$ cat config.mk
export PLATFORM = sky130hd
export DESIGN_NAME = seg_scan_ctrl_flat
export DESIGN_NICKNAME = d
export VERILOG_FILES = /design/src/rtl/seg_scan_if.sv /design/src/rtl/seg_scan_ctrl.sv /design/src/flat_wrapper.sv
export SDC_FILE = /design/constraint.sdc
export NUM_CORES = 1
export LEC_CHECK = 0
export CAP_MARGIN = 0
export CORE_UTILIZATION = 34
export DETAILED_ROUTE_END_ITERATION = 16
export PLACE_DENSITY_LB_ADDON = 0.12
export SYNTH_ARGS = -nofsm -noshare
export SYNTH_HDL_FRONTEND = slang
export SYNTH_SLANG_ARGS = --single-unit
$ cat constraint.sdc
create_clock -name clk -period 8.6 [get_ports clk]
set_input_delay 1.72 -clock clk [delete_from_list [all_inputs] [get_ports clk]]
set_output_delay 1.72 -clock clk [all_outputs]
set_load 0.01 [all_outputs]
$ cat src/rtl/seg_scan_if.sv
// Bus between the display sequencer and its host: value/load request in,
// status flags and the multiplexed anode/cathode drive out.
interface seg_scan_if #(
  parameter int VAL_W = 14
);
  logic [VAL_W-1:0] value_in;
  logic             load;
  logic             busy;
  logic             done;
  logic             ovf;
  logic [3:0]       anode;
  logic [6:0]       cathode;
  logic [1:0]       state_dbg;

  // Handshake: load is a one-cycle request taken only while busy=0; the
  // sequencer answers with a one-cycle done pulse when the new digits commit.
  modport master (
    output value_in, load,
    input  busy, done, ovf, anode, cathode, state_dbg
  );

  modport slave (
    input  value_in, load,
    output busy, done, ovf, anode, cathode, state_dbg
  );
endinterface

$ cat src/rtl/seg_scan_ctrl.sv
// Binary-to-BCD (shift-add-3) sequencer and four-digit seven-segment scanner.
// Optional macro SEG_LEADING_ZERO_BLANK_EN blanks leading zero digits.
module seg_scan_ctrl #(
  parameter int CLK_DIV = 100000,
  parameter int VAL_W   = 14
) (
  input logic       clk,
  input logic       rst,
  seg_scan_if.slave bus
);

  typedef enum logic [1:0] {
    IDLE   = 2'd0,
    SHIFT  = 2'd1,
    COMMIT = 2'd2
  } state_t;

  localparam int               SW         = VAL_W + 16;
  localparam logic [VAL_W-1:0] MAX_VAL    = VAL_W'(9999);
  localparam logic [20:0]      PRESC_LAST = 21'(CLK_DIV - 1);

  state_t           state_q;
  logic [SW-1:0]    sh_q;
  logic [SW-1:0]    sh_adj;
  logic [SW-1:0]    sh_d;
  logic [3:0]       iter_q;
  logic             busy_q;
  logic             done_q;
  logic             ovf_q;
  logic [15:0]      digits_q;
  logic [VAL_W-1:0] clamped;

  logic [20:0]      presc_q;
  logic [1:0]       idx_q;
  logic [3:0]       anode_q;
  logic [6:0]       cathode_q;
  logic [3:0]       slot_digit;
  logic             slot_blank;

  assign clamped = (bus.value_in > MAX_VAL) ? MAX_VAL : bus.value_in;

  // One double-dabble step: correct every BCD nibble >= 5, then shift.
  always_comb begin
    sh_adj = sh_q;
    for (int i = 0; i < 4; i++) begin
      if (sh_q[VAL_W + 4*i +: 4] >= 4'd5)
        sh_adj[VAL_W + 4*i +: 4] = sh_q[VAL_W + 4*i +: 4] + 4'd3;
    end
    sh_d = sh_adj << 1;
  end

  always_ff @(posedge clk or posedge rst) begin
    if (rst) begin
      state_q  <= IDLE;
      sh_q     <= '0;
      iter_q   <= '0;
      busy_q   <= 1'b0;
      done_q   <= 1'b0;
      ovf_q    <= 1'b0;
      digits_q <= '0;
    end else begin
      done_q <= 1'b0;
      unique case (state_q)
        IDLE: begin
          if (bus.load) begin
            sh_q    <= {16'd0, clamped};
            ovf_q   <= (bus.value_in > MAX_VAL);
            iter_q  <= '0;
            busy_q  <= 1'b1;
            state_q <= SHIFT;
          end
        end
        SHIFT: begin
          sh_q   <= sh_d;
          iter_q <= iter_q + 4'd1;
          if (iter_q == 4'(VAL_W - 1)) state_q <= COMMIT;
        end
        COMMIT: begin
          digits_q <= sh_q[VAL_W +: 16];
          busy_q   <= 1'b0;
          done_q   <= 1'b1;
          state_q  <= IDLE;
        end
        default: state_q <= IDLE;
      endcase
    end
  end

`ifdef SEG_LEADING_ZERO_BLANK_EN
  logic [3:0] blank_q;

  // Ones digit is never blanked; higher slots blank while everything above is zero.
  always_ff @(posedge clk or posedge rst) begin
    if (rst) begin
      blank_q <= '0;
    end else if (state_q == COMMIT) begin
      blank_q <= {sh_q[VAL_W+12 +: 4] == 4'd0,
                  sh_q[VAL_W+8  +: 8] == 8'd0,
                  sh_q[VAL_W+4  +: 12] == 12'd0,
                  1'b0};
    end
  end

  assign slot_blank = blank_q[idx_q];
`else
  assign slot_blank = 1'b0;
`endif

  function automatic logic [6:0] seg_decode(input logic [3:0] d);
    logic [6:0] s;
    case (d)
      4'd0:    s = 7'b0000001;
      4'd1:    s = 7'b1001111;
      4'd2:    s = 7'b0010010;
      4'd3:    s = 7'b0000110;
      4'd4:    s = 7'b1001100;
      4'd5:    s = 7'b0100100;
      4'd6:    s = 7'b0100000;
      4'd7:    s = 7'b0001111;
      4'd8:    s = 7'b0000000;
      4'd9:    s = 7'b0000100;
      default: s = 7'b0000001;
    endcase
    return s;
  endfunction

  assign slot_digit = digits_q[4*idx_q +: 4];

  // Scan reads only committed digits, so a running conversion never shows.
  always_ff @(posedge clk or posedge rst) begin
    if (rst) begin
      presc_q   <= '0;
      idx_q     <= '0;
      anode_q   <= 4'b1111;
      cathode_q <= 7'b1111111;
    end else begin
      if (presc_q == PRESC_LAST) begin
        presc_q <= '0;
        idx_q   <= idx_q + 2'd1;
      end else begin
        presc_q <= presc_q + 21'd1;
      end
      anode_q   <= ~(4'b0001 << idx_q);
      cathode_q <= slot_blank ? 7'b1111111 : seg_decode(slot_digit);
    end
  end

  assign bus.busy      = busy_q;
  assign bus.done      = done_q;
  assign bus.ovf       = ovf_q;
  assign bus.anode     = anode_q;
  assign bus.cathode   = cathode_q;
  assign bus.state_dbg = state_q;

endmodule

$ cat src/flat_wrapper.sv
// flat-port wrapper written by rule: the top's interface ports become plain ports
module seg_scan_ctrl_flat 
#(
  parameter int CLK_DIV = 100000,
  parameter int VAL_W   = 14
)
  (clk, rst, bus_value_in, bus_load, bus_busy, bus_done, bus_ovf, bus_anode, bus_cathode, bus_state_dbg);
  seg_scan_if #(.VAL_W(VAL_W)) bus_i ();
  input logic clk;
  input logic rst;
  input wire logic [$bits(bus_i.value_in)-1:0] bus_value_in;
  input wire logic [$bits(bus_i.load)-1:0] bus_load;
  output wire logic [$bits(bus_i.busy)-1:0] bus_busy;
  output wire logic [$bits(bus_i.done)-1:0] bus_done;
  output wire logic [$bits(bus_i.ovf)-1:0] bus_ovf;
  output wire logic [$bits(bus_i.anode)-1:0] bus_anode;
  output wire logic [$bits(bus_i.cathode)-1:0] bus_cathode;
  output wire logic [$bits(bus_i.state_dbg)-1:0] bus_state_dbg;
  assign bus_i.value_in = bus_value_in;
  assign bus_i.load = bus_load;
  assign bus_busy = bus_i.busy;
  assign bus_done = bus_i.done;
  assign bus_ovf = bus_i.ovf;
  assign bus_anode = bus_i.anode;
  assign bus_cathode = bus_i.cathode;
  assign bus_state_dbg = bus_i.state_dbg;
  seg_scan_ctrl #(.CLK_DIV(CLK_DIV), .VAL_W(VAL_W)) u_core (.clk(clk), .rst(rst), .bus(bus_i));
endmodule
==> flow_summary.ini, run 1 <==
[global_route]
grt_pass1_wl_um = 13700
grt.total_usage_pct = 13.9
grt_max_degree = 61
grt_pass1_vias = 2784
grt-ovfl-total = 0
antenna_found_initial = 0

[timing]
maxSlewViolCount = 0
setup_violations = 0
hold_viol = 0
finClkSkew_ns = 0.00739
tightest_slew_ns = 0.917
rsz0062_at_grt = false
fin_crit_sh_pct = 37.6
fin_ws_ns = 5.37
slew_headroom_pct = 38.9
fmax_mhz = 309
setup_tns_ns = 0
period_needed_ns = 3.23

[finish]
area_growth_syn_to_layout_pct = 19.2
antenna_cells = 0
mostFrequentLayoutCell = dfrtp_1
fillers = 1131
stdcell_count = 536
mostFrequentLayoutCells = dfrtp_1, clkdlybuf4s50_1, nor2_1, ha_1
fin_nets = 424
drive_gt1_share_pct = 14.5
final_area_um2 = 4930

[outcome]
outcome = finished, violations left
violations = design-rule violations

[floorplan]
ios = 33
die_w_um = 112
design.die.area_um2 = 12600
core_um2 = 11700
num_rows = 39
fp.dieH_um = 112
start_util_pct = 35.5

[yosys]
async_flop_share_pct = 100
seq_area_frac_synth_pct = 54.1
ys.flop_type = dfrtp_1
synthCells = 353
ys_ff_latch = 89
ys_warn_count = 0
synth_edf_count = 0
avgSynthCellArea_um2 = 11.7
ys_types = 43
synthesis.area_um2 = 4140
synth_nets = 389

[placed_design]
place_area_um2 = 4600
io_buffer_count = 32
routabilityCongestion = 0.711
placedCellCount = 520
dpl_worst_slack_ns = 5.02
dp_hpwl_um = 5250

[power_and_ir_drop]
peakVddDrop_mv = 0.123
p_leak_nw = 2.17
power_density_nw_per_um2 = 298
totalPowerFinal_mw = 1.47

[critical_path]
critPathKind = primary input to flop
cp_max_fo = 21
r2r_slack_ns = 6.48
arrival_ns = 3.51
critPathLaunchType = primary input
r2r_end = u_core.sh_q[6]
endpoint_kind = flop
timing.rr.start = u_core.bus.state_dbg[1]
ff2ff_path_depth = 4
crit_path_cell_trace = clkdlybuf4s50_1 > o21ba_2 > nand2_1 > a21oi_1 > a21o_1
crit_slowest_cell = clkdlybuf4s50_1
max_stage_delay_ns = 0.48
required_ns = 8.88

[clock_tree]
hold_buffers = 0
clk_path_buf_depth = 2
clock_latency_ns = 0.34
cts_tree = built
clkSlewWorstSetupHoldPaths_ns = 0.06
ctsResizeCount = 0
cts_made_buffers = 9
post-cts-setup-buffers = 0
cts_sinks = 89
htreeDepth = 3
cts_root_buf = clkbuf_16

[routing]
totalWireLength_um = 7840
drt-pass1-iter-count = 10
drt-met1-wl_um = 4110
wl_per_cell_um = 14.6
drtIter0Drc = 142
routed_via_density = 5.01
num_vias = 2683
wl_met3_um = 240
dr_wl_met2_um = 3360
post-route-drc-count = 4
highest_layer = met4
antenna_left = 0

[worst_hold_path]
holdCritStartpoint = u_core.bus.ovf
hp-class = flop to flop
holdPathStages = 2
holdPathEnd = u_core.bus.ovf

[job]
drv_cap = 0
==> report_power, final <==
group / internal, mW / leakage [nW] / total [mW] / switching, mW
logic: 0.215 / 0.915 / 0.432 / 0.216
registers: 0.528 / 1.10 / 0.609 / 0.0807
clock network: 0.264 / 0.159 / 0.431 / 0.167
total: 1.01 / 2.17 / 1.47 / 0.464
==> worst max-delay path by stage <==
| stage | slack [ns] | from | cells past startpoint | endpoint |
|---|---|---|---|---|
| 2_1_floorplan | 4.59 | rst | 1 | u_core.bus.busy |
| 3_3_place_gp | 5.03 | bus_load | 5 | u_core.sh_q[5] |
| 3_5_place_dp | 5.02 | bus_load | 5 | u_core.sh_q[5] |
| 4_1_cts | 5.36 | bus_load | 5 | u_core.sh_q[5] |
| 5_1_grt | 5.21 | bus_load | 5 | u_core.sh_q[5] |
| 6_report | 5.37 | bus_load | 5 | u_core.sh_q[6] |
==> critical path, delay by kind of cell <==
family,cells,cell delay (ns)
compound gates,3,1.00
buf+inv,1,0.48
simple gates,1,0.30
==> Yosys cell counts (4+ instances only) <==
master / instances / share of area (%)
dfrtp_1: 78 / 47
nor2_1: 22 / 2.0
ha_1: 19 / 5.7
inv_1: 19 / 1.7
mux2_2: 18 / 4.9
o21ai_0: 18 / 2.2
a21oi_1: 17 / 2.1
xnor2_1: 17 / 3.6
nand2_1: 15 / 1.4
o22ai_1: 14 / 2.1
nand3_1: 13 / 1.6
dfstp_2: 11 / 7.0
a22o_1: 9 / 1.9
a21o_1: 6 / 1.1
clkbuf_1: 6 / 0.54
mux2i_1: 6 / 1.5
xor2_1: 6 / 1.3
nand2b_1: 5 / 0.76
nand4_1: 5 / 0.76
a32o_1: 4 / 0.97
and3_1: 4 / 0.60
buf_2: 4 / 0.48
o31ai_1: 4 / 0.73
==> layout make-up <==
| class | instances | area, um^2 | share of cell area [%] |
|---|---|---|---|
| Tap cell | 143 | 179 | 3.63 |
| Timing Repair Buffer | 36 | 350 | 7.10 |
| Clock buffer | 10 | 239 | 4.84 |
| Multi-Input combinational cell | 233 | 1760 | 35.7 |
| Sequential cell | 89 | 2240 | 45.4 |
| Clock inverter | 6 | 90.1 | 1.83 |
| Inverter | 19 | 72.6 | 1.47 |
==> logic make-up after synthesis <==
logic type | after synthesis | share of synthesized area (%)
flip-flops | 89 | 54.1
buffers and inverters | 31 | 3.30
multiplexers | 29 | 9.07
AO/OA/AOI/OAI | 76 | 11.9
AND/OR/NAND/NOR | 86 | 11.0
XOR/XNOR | 23 | 4.87
adder cells (fa/ha/maj) | 19 | 5.74
==> metrics by stage <==
step,utilization [%],hold slack (ns)
2_1_floorplan,-,0.447
3_3_place_gp,39.5,0.473
3_5_place_dp,39.5,0.475
4_1_cts,42.3,0.491
5_1_grt,42.3,0.516
6_report,42.3,0.489
==> registers in the layout, summed over array words and instances, names as in the netlist <==
name                  count
u_core.iter_q             4
u_core.idx_q              2
u_core.bus.busy           1
u_core.presc_q           21
u_core.bus.done           1
u_core.digits_q          16
u_core.bus.cathode        7
u_core.bus.state_dbg      2
u_core.sh_q              30
u_core.bus.ovf            1
u_core.bus.anode          4
==> per-layer routing <==
layer	up-vias	GRT usage (%)
met4	0	6.31
li1	1335	-
met5	-	0
met2	44	20.7
met3	8	3.02
met1	1296	19.5
No activity file was read; power rests on OpenSTA's default activity.
==> run 2, diff against run 1 <==
- clock period: 8.6 -> 3.2 ns (I/O delays scaled with it)
==> run 2 against run 1 <==
- the flow still finishes with violations (design-rule violations)
- count of clock-buffer cells in the layout is 4 higher
- sequential share of layout area is 0.21 points lower
- clock power grew to 2.7 times the previous value
- first-iteration DRC count is 6.3% lower
- largest power group unchanged
==> flow_summary.ini, run 2 (synthesis gave the netlist of run 1 again) <==
[routing]
drtIter0Drc = 133
antenna_left = 0
totalWireLength_um = 7870
post-route-drc-count = 4
routed_via_density = 5.06
drt-pass1-iter-count = 10
num_vias = 2721
wl_per_cell_um = 14.6

[clock_tree]
cts_made_buffers = 9
htreeDepth = 3
clkSlewWorstSetupHoldPaths_ns = 0.06
cts_sinks = 89
clk_path_buf_depth = 2
cts_tree = built
cts_root_buf = clkbuf_16
post-cts-setup-buffers = 0
ctsResizeCount = 0
hold_buffers = 0
clock_latency_ns = 0.33

[outcome]
violations = design-rule violations
outcome = finished, violations left

[finish]
largest_reg_flops = 30
top_register = u_core.sh_q
mostFrequentLayoutCells = dfrtp_1, clkdlybuf4s50_1, nor2_1, ha_1
drive_gt1_share_pct = 14.2
mostFrequentLayoutCell = dfrtp_1
reg_top3 = u_core.sh_q (30), u_core.presc_q (21), u_core.digits_q (16)
antenna_cells = 0
fin_nets = 426
final_core_util_pct = 42.5
stdcell_count = 538
area_growth_syn_to_layout_pct = 19.7

[placed_design]
dp_hpwl_um = 5270
routabilityCongestion = 0.731
io_buffer_count = 32
placedCellCount = 522

[floorplan]
num_rows = 39
ios = 33
start_util_pct = 35.5
fp.dieH_um = 112
die_w_um = 112
design.die.area_um2 = 12600
core_um2 = 11700

[power_and_ir_drop]
p_leak_nw = 2.18
power_density_nw_per_um2 = 799
peakVddDrop_mv = 0.345

[timing]
setup_violations = 0
rsz0062_at_grt = false
fmax_mhz = 497
finClkSkew_ns = 0.00442
setup_tns_ns = 0
hold_viol = 0
tightest_slew_ns = 0.627
period_needed_ns = 2.01
fin_crit_sh_pct = 62.8
maxSlewViolCount = 0
slew_headroom_pct = 58.2

[critical_path]
arrival_ns = 1.37
timing.rr.start = u_core.idx_q[0]
required_ns = 2.56
cp_num_buf_inv = 1
r2r_slack_ns = 1.33
critPathLaunchType = flop
crit_path_cell_trace = clkdlybuf4s50_1
critPathKind = flop to output pin
crit_slowest_cell = clkdlybuf4s50_1
path_delay_family = buffers and inverters
r2r_end = u_core.bus.cathode[3]
cp_max_fo = 1
endpoint_kind = output pin
ff2ff_path_depth = 6
max_stage_delay_ns = 0.52

[global_route]
grt_pass1_vias = 2760
grt-ovfl-total = 0
grt_max_degree = 57
antenna_found_initial = 0
grt.total_usage_pct = 14.0
grt_pass1_wl_um = 13800

[worst_hold_path]
holdPathStages = 1
holdPathEnd = u_core.presc_q[20]
hp-class = flop to flop
holdCritStartpoint = u_core.presc_q[20]

[job]
drv_cap = 0
run 2: cell types whose count changed in the layout (fill, tap and decap cells not counted), sizes merged:
cell and delta:
buf +2, clkinv -2, inv -1, clkinvlp -1, clkbuf +4
run 2: worst register-to-register path, delay by kind of cell (launching register included):
kind / cells / cell delay (ns)
flops: 1 / 0.53
fa+ha+maj: 1 / 0.24
compound gates: 1 / 0.08
buf+inv: 1 / 0.13
simple gates: 2 / 0.17
mux: 1 / 0.67
run 2: worst max path at each step:
stage | slack [ns] | cells past startpoint | from | to
2_1_floorplan | 0.27 | 1 | rst | u_core.bus.busy
3_3_place_gp | 0.95 | 5 | bus_value_in[7] | u_core.sh_q[3]
3_5_place_dp | 0.91 | 5 | bus_value_in[7] | u_core.sh_q[8]
4_1_cts | 1.17 | 1 | u_core.bus.cathode[0] | bus_cathode[0]
5_1_grt | 1.02 | 5 | bus_value_in[7] | u_core.sh_q[3]
6_report | 1.19 | 1 | u_core.bus.cathode[0] | bus_cathode[0]
run 2: final cells by class:
type                            instances  area [um^2]
Clock buffer                           14          264
Clock inverter                          2         60.1
Fill cell                            1152         6710
Inverter                               19         72.6
Multi-Input combinational cell        233         1760
Sequential cell                        89         2240
Tap cell                              143          179
Timing Repair Buffer                   38          378
run 2: stage by stage:
| step | setup WS, ns | power, mW | hold WS (ns) | instance area, um^2 |
|---|---|---|---|---|
| floorplan | 0.271 | 2.50 | 0.447 | 4140 |
| global placement | 0.948 | 2.82 | 0.470 | 4630 |
| detailed placement | 0.906 | 2.84 | 0.471 | 4630 |
| CTS | 1.17 | 4.01 | 0.482 | 4960 |
| global route | 1.02 | 4.26 | 0.501 | 4960 |
| finish | 1.19 | 3.96 | 0.476 | 4960 |
run 2: report_power, final:
group / switching [mW] / total, mW / internal [mW]
Combinational: 0.587 / 1.18 / 0.590
Clock: 0.417 / 1.15 / 0.728
Sequential: 0.217 / 1.64 / 1.42
run 2: metal layers:
metal / global-route usage, % / part of all wire (%) / vias to the layer above
met5: 0 / 0 / -
met1: 19.3 / 51 / 1333
met4: 5.33 / 1.5 / 0
li1: - / - / 1336
met3: 3.19 / 3.3 / 8
met2: 21.7 / 45 / 44
==> patch 1: new RTL, config.mk and constraints of run 2 <==
The option `SEG_LEADING_ZERO_BLANK_EN` is turned on by a define.
--- a/src/rtl/seg_scan_ctrl.sv
+++ b/src/rtl/seg_scan_ctrl.sv
@@ -2,2 +2,4 @@
 // Optional macro SEG_LEADING_ZERO_BLANK_EN blanks leading zero digits.
+`define SEG_LEADING_ZERO_BLANK_EN
+
 module seg_scan_ctrl #(
Function: same outputs for any inputs over 10 cycles, from zero or initial values and one cycle with rst high; that may be too few to reach the edited logic, so the function may still have changed.
==> patch 1 against run 2 <==
- critical path depth grew 4
- first-iteration DRC count grew 8.3%
- design area grew 5.5%
- routed wire length grew 11%
- via count grew 14%
- utilization shrank 1.1 points
- sequential cell count grew 3
- synthesized area grew 6.6%
- clock power shrank 8%
- combinational power grew 6%
- total power grew 2.5%
- setup slack lost 0.12 ns
- synthesized cell count grew 17%
- critical path type is now in2reg
==> patch 1: results (changes against run 2) <==
status=completed; Internal Pwr Total=2738 uW (about the same); min-delay src=u_core.presc_q[0]; storage element area=2316 um2 (+3.3%); 1st-iter DRT viols=144 (+8.3%); Clock Skews=0.008267 ns (+0.003851 ns); count of different cell masters after synthesis=45 (+4.7%); Commonest cells post-synth=dfrtp_1 (81), o21ai_0 (41), nand2_1 (32); Area contributors post-synth=dfrtp_1 (46%), dfstp_2 (6.5%), ha_1 (6.0%); Pre-antenna DRT Iters=4 (-6); Period Utilization, post-route=0.6668 (+0.03845); flop2flop setup slack=1.21 ns (-0.12 ns); routing usage on met3=0.04603 (+0.01417); GR Layer Usage met1=0.1933 (+0.0005875); clkbuf count=16 (+2); XOR/XNOR share of the synthesized area=0.04763 (-0.001037); slowest cell delay on critical path=0.55 ns (+0.03 ns); Multi-In Gates=278 (+19%); layout cells sized above 1=0.1205 (-0.02124); worst-path maximum fanout=5 (+4); Via density=4.985 (-1.4%); peak supply drop=307.0 uV (-11%); flops & latches, synth=92 (+3.4%); DPL Wire Length=6.074 mm (+15%); r2r worst-path depth=4 (-2); met2 wire len=3.885 mm (+11%); nets@finish=481 (+13%); M1 WL=4.449 mm (+12%); syn_nets=451 (+16%); root buf cell=clkbuf_16; sequential area share after synthesis=0.5248 (-0.01661); critical path launch point=bus_value_in[6]; syn avg cell area=10.69 um2 (-8.9%); fraction of area in multi-input gates=0.3685 (+0.01304); post-synthesis mux area share=0.06039 (-0.03030); Lkg Pwr=0.002279 uW (+4.4%); Synth Area in Compound Gates=0.1270 (+0.008217); Critical Path AT=2.41 ns (+1.04 ns); routed len/inst=14.07 um (-3.9%); Worst Setup EP=u_core.sh_q[4]; largest net degree at the start of global routing=58 (+1.8%); placed cell count=604 (+16%); global-route wire length before repair=14.70 mm (+6.6%); relative slew slack=0.4336 (-0.1482); Antenna Cells=0 (unchanged); inverter count=24 (+5); non-filler cells, final=620 (+15%); critical path's top delay family=compound AO/OA/AOI/OAI gates; Signal buf overhead=0.07227 (-0.003977); Total Routing Usage GR=0.1438 (+0.003503); GR Util met2=0.2198 (+0.003278); vias in the first global route=2941 (+6.6%); hold-critical path endpoint=u_core.presc_q[0]; RePlAce Congestion=0.7406 (+1.3%); Layout clock area frac=0.05767 (-0.007718)
-- patch 1: changes by cell type after synthesis, moves of 5 or more --
cell	before	now
mux2_2	18	13
o22ai_1	14	1
o21ai_0	18	41
a22oi_1	0	8
a22o_1	9	4
inv_1	19	24
nand4_1	5	10
nand3_1	13	22
clkbuf_1	6	16
nand2_1	15	32
-- patch 1: power groups by stage --
stage	Clock, uW	Sequential (uW)	Combinational, uW
floorplan	0	1700	947
global placement	0	1760	1250
detailed placement	0	1770	1270
CTS	1100	1750	1280
global route	1140	1790	1450
finish	1060	1750	1250
-- patch 1: stage by stage --
| stage | setup slack (ns) | hold WS [ns] | instance area [um2] |
|---|---|---|---|
| after floorplan | 0.1862 | 0.4227 | 4413 |
| after global placement | 0.7575 | 0.4413 | 4927 |
| after detailed placement | 0.7371 | 0.4468 | 4927 |
| after CTS | 1.085 | 0.4548 | 5229 |
| after global routing | 0.9864 | 0.4738 | 5229 |
| final | 1.066 | 0.4537 | 5229 |
==> patch 2: new RTL, settings of run 2 <==
Without the edit above. `VAL_W` is set to 14 in 3 places; all go to 28.
--- a/src/rtl/seg_scan_if.sv
+++ b/src/rtl/seg_scan_if.sv
@@ -3,3 +3,3 @@
 interface seg_scan_if #(
-  parameter int VAL_W = 14
+  parameter int VAL_W = 28
 );
--- a/src/rtl/seg_scan_ctrl.sv
+++ b/src/rtl/seg_scan_ctrl.sv
@@ -4,3 +4,3 @@
   parameter int CLK_DIV = 100000,
-  parameter int VAL_W   = 14
+  parameter int VAL_W   = 28
 ) (
--- a/src/flat_wrapper.sv
+++ b/src/flat_wrapper.sv
@@ -4,3 +4,3 @@
   parameter int CLK_DIV = 100000,
-  parameter int VAL_W   = 14
+  parameter int VAL_W   = 28
 )
Ports: changed (resized bus_value_in); port bits go from 33 to 47. No check against the original RTL was run, so the function may have changed too.
==> patch 2 against run 2 <==
- setup slack lost 0.21 ns
- design area increased by 14%
- sequential power rose by 18%
- synthesized area up 12%
- routed wire length increased by 10%
- total power is 13% higher
- clock skew up 0.0037 ns
- sequential cell count is 14 higher
==> patch 2: results (changes against run 2) <==
Critical Path AT=2.46 ns (+1.09 ns); sequential area share after synthesis=0.5599 (+0.01847); sequential cell area share=0.4589 (+0.006738); met2 wire len=4.114 mm (+17%); Pre-antenna DRT Iters=4 (-6); Final Power=4464 uW (+13%); syn_nets=438 (+13%); placed cell count=603 (+16%); Commonest cells post-synth=dfrtp_1 (92), inv_1 (30), a22o_1 (23); RePlAce Congestion=0.7712 (+5.4%); Total Routing Usage GR=0.1389 (-0.001331); largest net degree at the start of global routing=39 (-32%); clkbuf count=13 (-1); Layout clock area frac=0.05495 (-0.01044); Reg-to-Reg End=u_core.idx_q[1]; r2r worst-path depth=4 (-2); GR Layer Usage met1=0.1792 (-0.01345); inverter count=30 (+11); status=completed; Signal buf overhead=0.09794 (+0.02170); CP endpoint kind=flip-flop; Via density=4.901 (-3.1%); global-route wire length before repair=15.46 mm (+12%); biggest regs=u_core.sh_q (44), u_core.presc_q (21), u_core.digits_q (16); DPL Wire Length=6.010 mm (+14%); Fillers=1275 (+11%); Core Util, Final=0.4264 (+0.001444); Area contributors post-synth=dfrtp_1 (50%), dfstp_2 (6.2%), ha_1 (4.9%); Clock Skews=0.008160 ns (+0.003744 ns); flop2flop setup slack=0.97 ns (-0.36 ns); syn avg cell area=11.90 um2 (+1.5%); critical path's top delay family=simple AND/OR/NAND/NOR gates; nets@finish=487 (+14%)
[patch 2: cell count changes after synthesis, moves of 3 or more]
| cell | change |
|---|---|
| a22o_1 | +14 |
| dfrtp_1 | +14 |
| inv_1 | +11 |
| clkbuf_1 | +7 |
| nor2_1 | -6 |
| nor4_1 | +6 |
| nor3_1 | +5 |
| nand3_1 | -4 |
| o21ai_0 | -4 |
| xor2_1 | +4 |
| a21oi_1 | -3 |
| buf_2 | -3 |
| mux2i_1 | -3 |
| o22ai_1 | -3 |
[patch 2: kinds of logic (layout without fill, tap and decap cells)]
group / count (synthesis) / in the layout / share of synthesized area
DFF: 103 / 103 / 0.5599
AOI/OAI and AO/OA: 87 / 87 / 0.1338
and+or+nand+nor: 81 / 81 / 0.09381
buffers and inverters: 47 / 101 / 0.04055
xor gates and xnor gates: 27 / 27 / 0.05109
muxes: 26 / 26 / 0.07218
adders and majority gates: 18 / 18 / 0.04866
